`src/rtl/iir_out_fifo_if.sv`:
```
// Handshake bundle between the IIR filter/consumer and the output FIFO.
// The drop-counter lane exists only when IIR_FIFO_DROPCNT_EN is defined.
interface iir_out_fifo_if #(
    parameter int NB    = 8,
    parameter int DEPTH = 8
);
    logic                      vin;
    logic [NB-1:0]             din;
    logic                      ready;
    logic                      clr_ovf;
    logic                      vout;
    logic [NB-1:0]             dout;
    logic [$clog2(DEPTH):0]    count;
    logic                      full;
    logic                      empty;
    logic                      ovf;
`ifdef IIR_FIFO_DROPCNT_EN
    logic [15:0]               drop_cnt;

    modport slave  (input  vin, din, ready, clr_ovf,
                    output vout, dout, count, full, empty, ovf, drop_cnt);
    modport master (output vin, din, ready, clr_ovf,
                    input  vout, dout, count, full, empty, ovf, drop_cnt);
`else
    modport slave  (input  vin, din, ready, clr_ovf,
                    output vout, dout, count, full, empty, ovf);
    modport master (output vin, din, ready, clr_ovf,
                    input  vout, dout, count, full, empty, ovf);
`endif
endinterface

```
`src/rtl/iir_out_fifo.sv`:
```
// First-word-fall-through output FIFO behind the IIR filter; drops and flags
// overflow instead of stalling. IIR_FIFO_DROPCNT_EN adds a saturating drop counter.
module iir_out_fifo #(
    parameter int NB    = 8,
    parameter int DEPTH = 8
) (
    input  logic            i_clk,
    input  logic            i_rst_n,
    iir_out_fifo_if.slave   s_if
);
    localparam int AW = $clog2(DEPTH);
    localparam int CW = AW + 1;
    localparam logic [CW-1:0] FULL_CNT = CW'(DEPTH);

    logic [NB-1:0] r_mem [DEPTH];
    logic [AW-1:0] r_wr_ptr, r_rd_ptr;
    logic [CW-1:0] r_count;
    logic          r_full, r_empty, r_ovf;

    logic          w_rd, w_wr, w_drop;
    logic [CW-1:0] w_count_nxt;

    // A read in the same cycle frees a slot, so a full FIFO still accepts the write.
    assign w_rd   = !r_empty && s_if.ready;
    assign w_wr   = s_if.vin && (!r_full || w_rd);
    assign w_drop = s_if.vin && r_full && !w_rd;

    always_comb begin
        w_count_nxt = r_count;
        if (w_wr && !w_rd)
            w_count_nxt = r_count + 1'b1;
        else if (w_rd && !w_wr)
            w_count_nxt = r_count - 1'b1;
    end

    always_ff @(posedge i_clk or negedge i_rst_n) begin
        if (!i_rst_n) begin
            r_wr_ptr <= '0;
            r_rd_ptr <= '0;
            r_count  <= '0;
            r_full   <= 1'b0;
            r_empty  <= 1'b1;
            r_ovf    <= 1'b0;
        end else begin
            if (w_wr) r_wr_ptr <= r_wr_ptr + 1'b1;
            if (w_rd) r_rd_ptr <= r_rd_ptr + 1'b1;
            r_count <= w_count_nxt;
            r_full  <= (w_count_nxt == FULL_CNT);
            r_empty <= (w_count_nxt == '0);
            if (w_drop)
                r_ovf <= 1'b1;
            else if (s_if.clr_ovf)
                r_ovf <= 1'b0;
        end
    end

    // Storage is deliberately not reset; the empty gate on dout hides stale words.
    always_ff @(posedge i_clk) begin
        if (w_wr) r_mem[r_wr_ptr] <= s_if.din;
    end

`ifdef IIR_FIFO_DROPCNT_EN
    logic [15:0] r_drop_cnt;

    always_ff @(posedge i_clk or negedge i_rst_n) begin
        if (!i_rst_n)
            r_drop_cnt <= '0;
        else if (w_drop) begin
            if (s_if.clr_ovf)
                r_drop_cnt <= 16'd1;
            else if (r_drop_cnt != 16'hFFFF)
                r_drop_cnt <= r_drop_cnt + 1'b1;
        end else if (s_if.clr_ovf)
            r_drop_cnt <= '0;
    end

    assign s_if.drop_cnt = r_drop_cnt;
`endif

    assign s_if.vout  = !r_empty;
    assign s_if.dout  = r_empty ? '0 : r_mem[r_rd_ptr];
    assign s_if.count = r_count;
    assign s_if.full  = r_full;
    assign s_if.empty = r_empty;
    assign s_if.ovf   = r_ovf;
endmodule

```
`src/flat_wrapper.sv`:
```
// flat-port wrapper written by rule: the top's interface ports become plain ports
module iir_out_fifo_flat 
#(
    parameter int NB    = 8,
    parameter int DEPTH = 8
)
  (i_clk, i_rst_n, s_if_vin, s_if_din, s_if_ready, s_if_clr_ovf, s_if_vout, s_if_dout, s_if_count, s_if_full, s_if_empty, s_if_ovf);
  iir_out_fifo_if #(.NB(NB), .DEPTH(DEPTH)) s_if_i ();
  input  logic i_clk;
  input  logic i_rst_n;
  input wire logic [$bits(s_if_i.vin)-1:0] s_if_vin;
  input wire logic [$bits(s_if_i.din)-1:0] s_if_din;
  input wire logic [$bits(s_if_i.ready)-1:0] s_if_ready;
  input wire logic [$bits(s_if_i.clr_ovf)-1:0] s_if_clr_ovf;
  output wire logic [$bits(s_if_i.vout)-1:0] s_if_vout;
  output wire logic [$bits(s_if_i.dout)-1:0] s_if_dout;
  output wire logic [$bits(s_if_i.count)-1:0] s_if_count;
  output wire logic [$bits(s_if_i.full)-1:0] s_if_full;
  output wire logic [$bits(s_if_i.empty)-1:0] s_if_empty;
  output wire logic [$bits(s_if_i.ovf)-1:0] s_if_ovf;
  assign s_if_i.vin = s_if_vin;
  assign s_if_i.din = s_if_din;
  assign s_if_i.ready = s_if_ready;
  assign s_if_i.clr_ovf = s_if_clr_ovf;
  assign s_if_vout = s_if_i.vout;
  assign s_if_dout = s_if_i.dout;
  assign s_if_count = s_if_i.count;
  assign s_if_full = s_if_i.full;
  assign s_if_empty = s_if_i.empty;
  assign s_if_ovf = s_if_i.ovf;
  iir_out_fifo #(.NB(NB), .DEPTH(DEPTH)) u_core (.i_clk(i_clk), .i_rst_n(i_rst_n), .s_if(s_if_i));
endmodule
```
`config.mk`:
```
export PLATFORM = sky130hd
export DESIGN_NAME = iir_out_fifo_flat
export DESIGN_NICKNAME = d
export VERILOG_FILES = /design/src/rtl/iir_out_fifo_if.sv /design/src/rtl/iir_out_fifo.sv /design/src/flat_wrapper.sv
export SDC_FILE = /design/constraint.sdc
export NUM_CORES = 1
export LEC_CHECK = 0
export ABC_AREA = 0
export ABC_CLOCK_PERIOD_IN_PS = 2150
export CORE_ASPECT_RATIO = 1.1
export CORE_MARGIN = 4
export CORE_UTILIZATION = 28
export DETAILED_ROUTE_END_ITERATION = 12
export PLACE_DENSITY = 0.57
export SLEW_MARGIN = 20
export SYNTH_ARGS = -nofsm -noshare
export SYNTH_HDL_FRONTEND = slang
export SYNTH_SLANG_ARGS = --single-unit
```
`constraint.sdc`:
```
create_clock -name i_clk -period 2.15 [get_ports i_clk]
set_clock_uncertainty 0.2 [all_clocks]
set_input_delay 0.43 -clock i_clk [delete_from_list [all_inputs] [get_ports i_clk]]
set_output_delay 0.43 -clock i_clk [all_outputs]
set_load 0.02 [all_outputs]
```
==> impl_metrics.json, run 1 <==
{
  "violations": "setup timing",
  "syn_to_final_growth_pct": 33.1,
  "clock_sinks": 77,
  "ys_seq_area_share_pct": 72.5,
  "async_flop_share_pct": 16.9,
  "clock_latency_ns": 0.32,
  "grt.overflow.total": 0,
  "dp_hpwl_um": 4270,
  "fin_area_um2": 4120,
  "avgSynthCellArea_um2": 18.6,
  "synth_cells": 167,
  "mostFrequentLayoutCells": "edfxtp_1, buf_4, clkdlybuf4s50_1",
  "dieWidth_um": 108,
  "max_slew.worst_pin.slew_ns": 0.592,
  "min_period_ns": 2.39,
  "finalSetupTns_ns": -1.76,
  "yosysUniqueCellTypes": 31,
  "fmax_mhz": 419,
  "setup_viol": 8,
  "grt_pass1_wl_um": 9740,
  "p_per_area_nw_per_um2": 1380,
  "cts_htree_levels": 3,
  "path_cells": "buf_12 -> mux4_2 -> mux2i_1 -> nor2_1 -> buf_2",
  "n_fill_cell": 1021,
  "slowest_stage": "mux4_2",
  "grt.total_usage_pct": 10.2,
  "irDropWorstVdd_uv": 581,
  "worstPathRequired_ns": 1.52,
  "route.vias.total": 1647,
  "syn_area_um2": 3100,
  "worstSetupStartpointType": "flip-flop",
  "synthFlopType": "edfxtp_1",
  "drv_cap": 0,
  "finalWorstSetupSlack_ns": -0.235,
  "cts_made_buffers": 9,
  "die_h_um": 118,
  "antenna_cells": 0,
  "worst_path_largest_cell_delay_ns": 0.50,
  "grt_max_degree": 19,
  "cts_hold_buf": 0,
  "synth-seq-cells": 77,
  "drive_gt1_share_pct": 33.3,
  "p_leak_nw": 1.49,
  "core_area_um2": 10900,
  "drt_wl_total_um": 6000,
  "gp_congestion": 0.726,
  "io_pins": 29,
  "vias_per_cell": 4.26,
  "status": "finished, violations left",
  "first_pass_iters": 4,
  "cts_root_buffer": "clkbuf_16",
  "cp-end-kind": "output port",
  "wl_per_cell_um": 15.5,
  "arrival_ns": 1.76,
  "slew_headroom_pct": 60.4,
  "final_common_cell": "edfxtp_1",
  "route.detailed.drc": 0,
  "grt_pass1_vias": 1834,
  "portBuffers": 28,
  "place_area_um2": 3830,
  "yosysWarnings": 0,
  "synth_edf_count": 64,
  "antenna_left": 0,
  "period_share_pct": 111,
  "timing.final.max_slew_violations": 0,
  "hold-worst-slack_ns": 0.289,
  "critPathKind": "reg -> out",
  "first_iter_violations": 98,
  "hp-class": "in -> async",
  "start_util_pct": 28.5,
  "rows": 40,
  "synth_fp_nets": 184,
  "cts_tree": "built",
  "cts.path.max_buffers": 2,
  "rsz0062_at_grt": "true",
  "fin_nets": 252,
  "path_max_fanout": 7,
  "die-area_um2": 12800,
  "clk_pin_slew_worst_paths_ns": 0.05,
  "hold_violations": 0,
  "antenna_found_initial": 0
}
final timing paths:
path,from,endpoint,slack (ns),cells after the start
worst min register to register,u_core.r_wr_ptr[0],u_core.r_wr_ptr[0],0.32,1
worst min-delay path,i_rst_n,u_core.s_if.ovf,0.29,1
worst max register to register,u_core.s_if.empty,u_core.s_if.full,0.19,6
max in group asynchronous,i_rst_n,u_core.r_rd_ptr[0],1.04,1
min in group i_clk,u_core.r_wr_ptr[0],u_core.r_wr_ptr[0],0.32,1
worst max-delay path,u_core.r_rd_ptr[0],s_if_dout[1],-0.24,5
per-layer routing:
metal	GRT usage (%)	up-vias	wire length (um)	share of wire, %
met2	16.3	24	2980	50
met3	2.29	8	210	3.5
met5	0	-	0	0
met1	13.2	826	2720	45
met4	4.26	0	91	1.5
li1	-	789	-	-
logic make-up (layout without fill, tap and decap cells):
group	count (synthesis)	in the layout	synth area share, %
adder cells (fa/ha/maj)	4	4	1.61
XOR/XNOR	7	7	1.98
AND/OR/NAND/NOR	34	34	5.13
multiplexers	26	26	14.9
AO/OA/AOI/OAI	8	8	2.10
buffers and inverters	11	84	1.70
flip-flops	77	77	72.5
stage by stage:
step           utilization (%)  worst slack, ns  total power, mW  std cells
3_5_place_dp              35.3           -0.361             4.40        368
6_report                  38.0           -0.235             5.71        387
2_1_floorplan                -           0.0156             3.41        167
4_1_cts                   38.0           -0.319             5.82        388
5_1_grt                   38.0           -0.344             6.06        387
3_3_place_gp              35.3           -0.330             4.39        368
flip-flops by register name, summed over array words and instances (netlist names):
register	flops
u_core.r_rd_ptr	3
u_core.r_wr_ptr	3
u_core.s_if.full	1
u_core.s_if.ovf	1
u_core.s_if.count	4
u_core.r_mem	64
u_core.s_if.empty	1
worst max-delay path: cells and delay by family, from the launching register on:
family	cells	cell delay, ns
buffers and inverters	2	0.30
multiplexers	2	0.64
AND/OR/NAND/NOR	1	0.06
flip-flops	1	0.42
power breakdown:
part | internal [mW] | leakage, nW | switching (mW)
combinational | 1.12 | 0.619 | 1.04
sequential | 1.94 | 0.736 | 0.207
clock | 0.883 | 0.135 | 0.521
Yosys cell counts, types with 3 or more instances:
| cell | number | area (um^2) |
|---|---|---|
| mux2i_1 | 8 | 80.1 |
| xnor2_1 | 6 | 52.6 |
| nor3_1 | 3 | 15.0 |
| buf_2 | 3 | 15.0 |
| dfrtp_1 | 12 | 300 |
| inv_1 | 4 | 15.0 |
| nand2_1 | 4 | 15.0 |
| mux4_2 | 16 | 360 |
| edfxtp_1 | 64 | 1920 |
| nand3_1 | 3 | 15.0 |
| nor2_1 | 15 | 56.3 |
| ha_1 | 4 | 50.1 |
| nand2b_1 | 4 | 25.0 |
final cells by class:
class | instances | area (um^2) | area share [%]
Multi-Input combinational cell | 79 | 823 | 20.0
Timing Repair Buffer | 64 | 569 | 13.8
Tap cell | 147 | 184 | 4.46
Sequential cell | 77 | 2250 | 54.6
Clock buffer | 10 | 229 | 5.55
Clock inverter | 6 | 53.8 | 1.30
Inverter | 4 | 15.0 | 0.364
what timing repair did:
item / CTS / global route
cloned: 1 / 0
pin swaps: 0 / 2
setup endpoints to repair: 10 / 22
resized for setup: 38 / 5
buffers inserted: 3 / 0
Note: power is estimated with default switching activity, not from simulation.
==> run 2: changes to the inputs <==
- CORE_UTILIZATION: 28 -> 51
- PLACE_DENSITY: 0.57 -> 0.86
==> impl_metrics.json, run 2 (synthesis gave the netlist of run 1 again) <==
{
  "regArea_um2": 2250,
  "dieWidth_um": 82.3,
  "drt_wl_total_um": 5720,
  "violations": "setup timing",
  "critPathKind": "reg -> out",
  "syn_to_final_growth_pct": 26.4,
  "min_period_ns": 2.43,
  "p_per_area_nw_per_um2": 1380,
  "die_h_um": 89.8,
  "grt_pass1_vias": 1703,
  "grt_pass1_wl_um": 8950,
  "start_util_pct": 53.1,
  "clock_latency_ns": 0.33,
  "cts.path.max_buffers": 2,
  "io_pins": 29,
  "largest_reg_flops": 64,
  "hold_violations": 0,
  "cts_made_buffers": 9,
  "place_area_um2": 3710,
  "wl_per_cell_um": 18.3,
  "n_fill_cell": 381,
  "route.vias.total": 1703,
  "hp-class": "in -> async",
  "cp-endpoint": "s_if_dout[5]",
  "clock_sinks": 77,
  "core_area_um2": 5840,
  "clk_pin_slew_worst_paths_ns": 0.07,
  "cts_htree_levels": 3,
  "grt.total_usage_pct": 17.2,
  "rows": 29,
  "grt.overflow.total": 0,
  "hold-worst-slack_ns": 0.273,
  "irDropWorstVdd_uv": 676,
  "crit_path_start": "u_core.r_rd_ptr[0]",
  "finalWorstSetupSlack_ns": -0.283,
  "dp_hpwl_um": 3940,
  "worst_path_largest_cell_delay_ns": 0.51,
  "vias_per_cell": 5.46,
  "route.detailed.drc": 0,
  "antenna_cells": 0,
  "cts_tree": "built",
  "first_iter_violations": 142,
  "rr_startpoint": "u_core.s_if.empty",
  "worstSetupStartpointType": "flip-flop",
  "grt_max_degree": 14,
  "fmax_mhz": 411,
  "final_common_cell": "edfxtp_1",
  "fin_area_um2": 3920,
  "path_max_fanout": 8,
  "antenna_left": 0,
  "gp_congestion": 0.842,
  "drv_cap": 0,
  "multi_input_area_um2": 815,
  "portBuffers": 28,
  "first_pass_iters": 4,
  "finalSetupTns_ns": -2.01,
  "max_slew.worst_pin.slew_ns": 0.603,
  "path_cells": "buf_12 -> mux4_2 -> mux2i_1 -> nor2_1 -> buf_4",
  "antenna_found_initial": 0,
  "top_register": "u_core.r_mem",
  "worstPathRequired_ns": 1.52,
  "period_share_pct": 113,
  "rsz0062_at_grt": "true",
  "timing.final.max_slew_violations": 0,
  "cts_root_buffer": "clkbuf_8",
  "rr_endpoint": "u_core.s_if.full",
  "drive_gt1_share_pct": 34.0,
  "die-area_um2": 7390,
  "fin_nets": 248,
  "r2r_setup_slack_ns": 0.18,
  "arrival_ns": 1.80,
  "mostFrequentLayoutCells": "edfxtp_1, buf_4, mux4_2, clkdlybuf4s50_1, nor2_1",
  "slowest_stage": "mux4_2",
  "reg2reg_depth": 6,
  "status": "finished, violations left",
  "p_leak_nw": 1.46,
  "cp-end-kind": "output port",
  "setup_viol": 8,
  "slew_headroom_pct": 59.7
}
## run 2: where the power goes
| part | internal [mW] | switching (mW) | total [mW] |
|---|---|---|---|
| Sequential | 1.94 | 0.193 | 2.13 |
| Combinational | 1.09 | 1.04 | 2.13 |
| Clock | 0.649 | 0.497 | 1.15 |
## run 2: per-layer routing
layer	routed length, um	GRT usage, %	vias up
li1	-	-	780
met1	2440	23.7	881
met2	3040	26.3	36
met3	190	4.20	6
met4	59	6.37	0
met5	0	0	-
## run 2: worst min path at each step
stage / start / endpoint / depth (start not counted)
after floorplan: i_rst_n / u_core.r_rd_ptr[0] / 0
after global placement: u_core.r_wr_ptr[0] / u_core.r_wr_ptr[0] / 1
after detailed placement: u_core.r_wr_ptr[0] / u_core.r_wr_ptr[0] / 1
after CTS: i_rst_n / u_core.r_rd_ptr[0] / 1
after global routing: i_rst_n / u_core.r_rd_ptr[0] / 1
final: i_rst_n / u_core.s_if.count[1] / 1
## run 2: timing repair
action                     4_1_cts  5_1_grt
gates cloned                     1        0
hold buffers                     0        0
pin swaps                        0        2
buffers inserted                 3        1
resized for setup               36       14
setup endpoints to repair       10       18
## run 2: metrics by stage
step | power, mW | setup WS [ns] | util, % | std cells
2_1_floorplan | 3.41 | 0.0156 | - | 167
3_3_place_gp | 4.29 | -0.311 | 63.5 | 295
3_5_place_dp | 4.36 | -0.326 | 63.5 | 295
4_1_cts | 5.49 | -0.327 | 67.3 | 314
5_1_grt | 5.70 | -0.368 | 67.0 | 312
6_report | 5.40 | -0.283 | 67.0 | 312
## run 2: worst max-delay path: cells and delay by family, from the launching register on
family,cells,cell delay [ns]
buf+inv,2,0.30
flops,1,0.43
mux,2,0.66
simple gates,1,0.07
## run 2: cell type report
| cell class | instances | share of cell area, % |
|---|---|---|
| inverters | 4 | 0.383 |
| well taps | 77 | 2.46 |
| repair buffers | 60 | 13.5 |
| multi-input cells | 79 | 20.8 |
| clock buffers | 9 | 3.16 |
| flip-flops and latches | 77 | 57.4 |
| clock inverters | 6 | 2.24 |
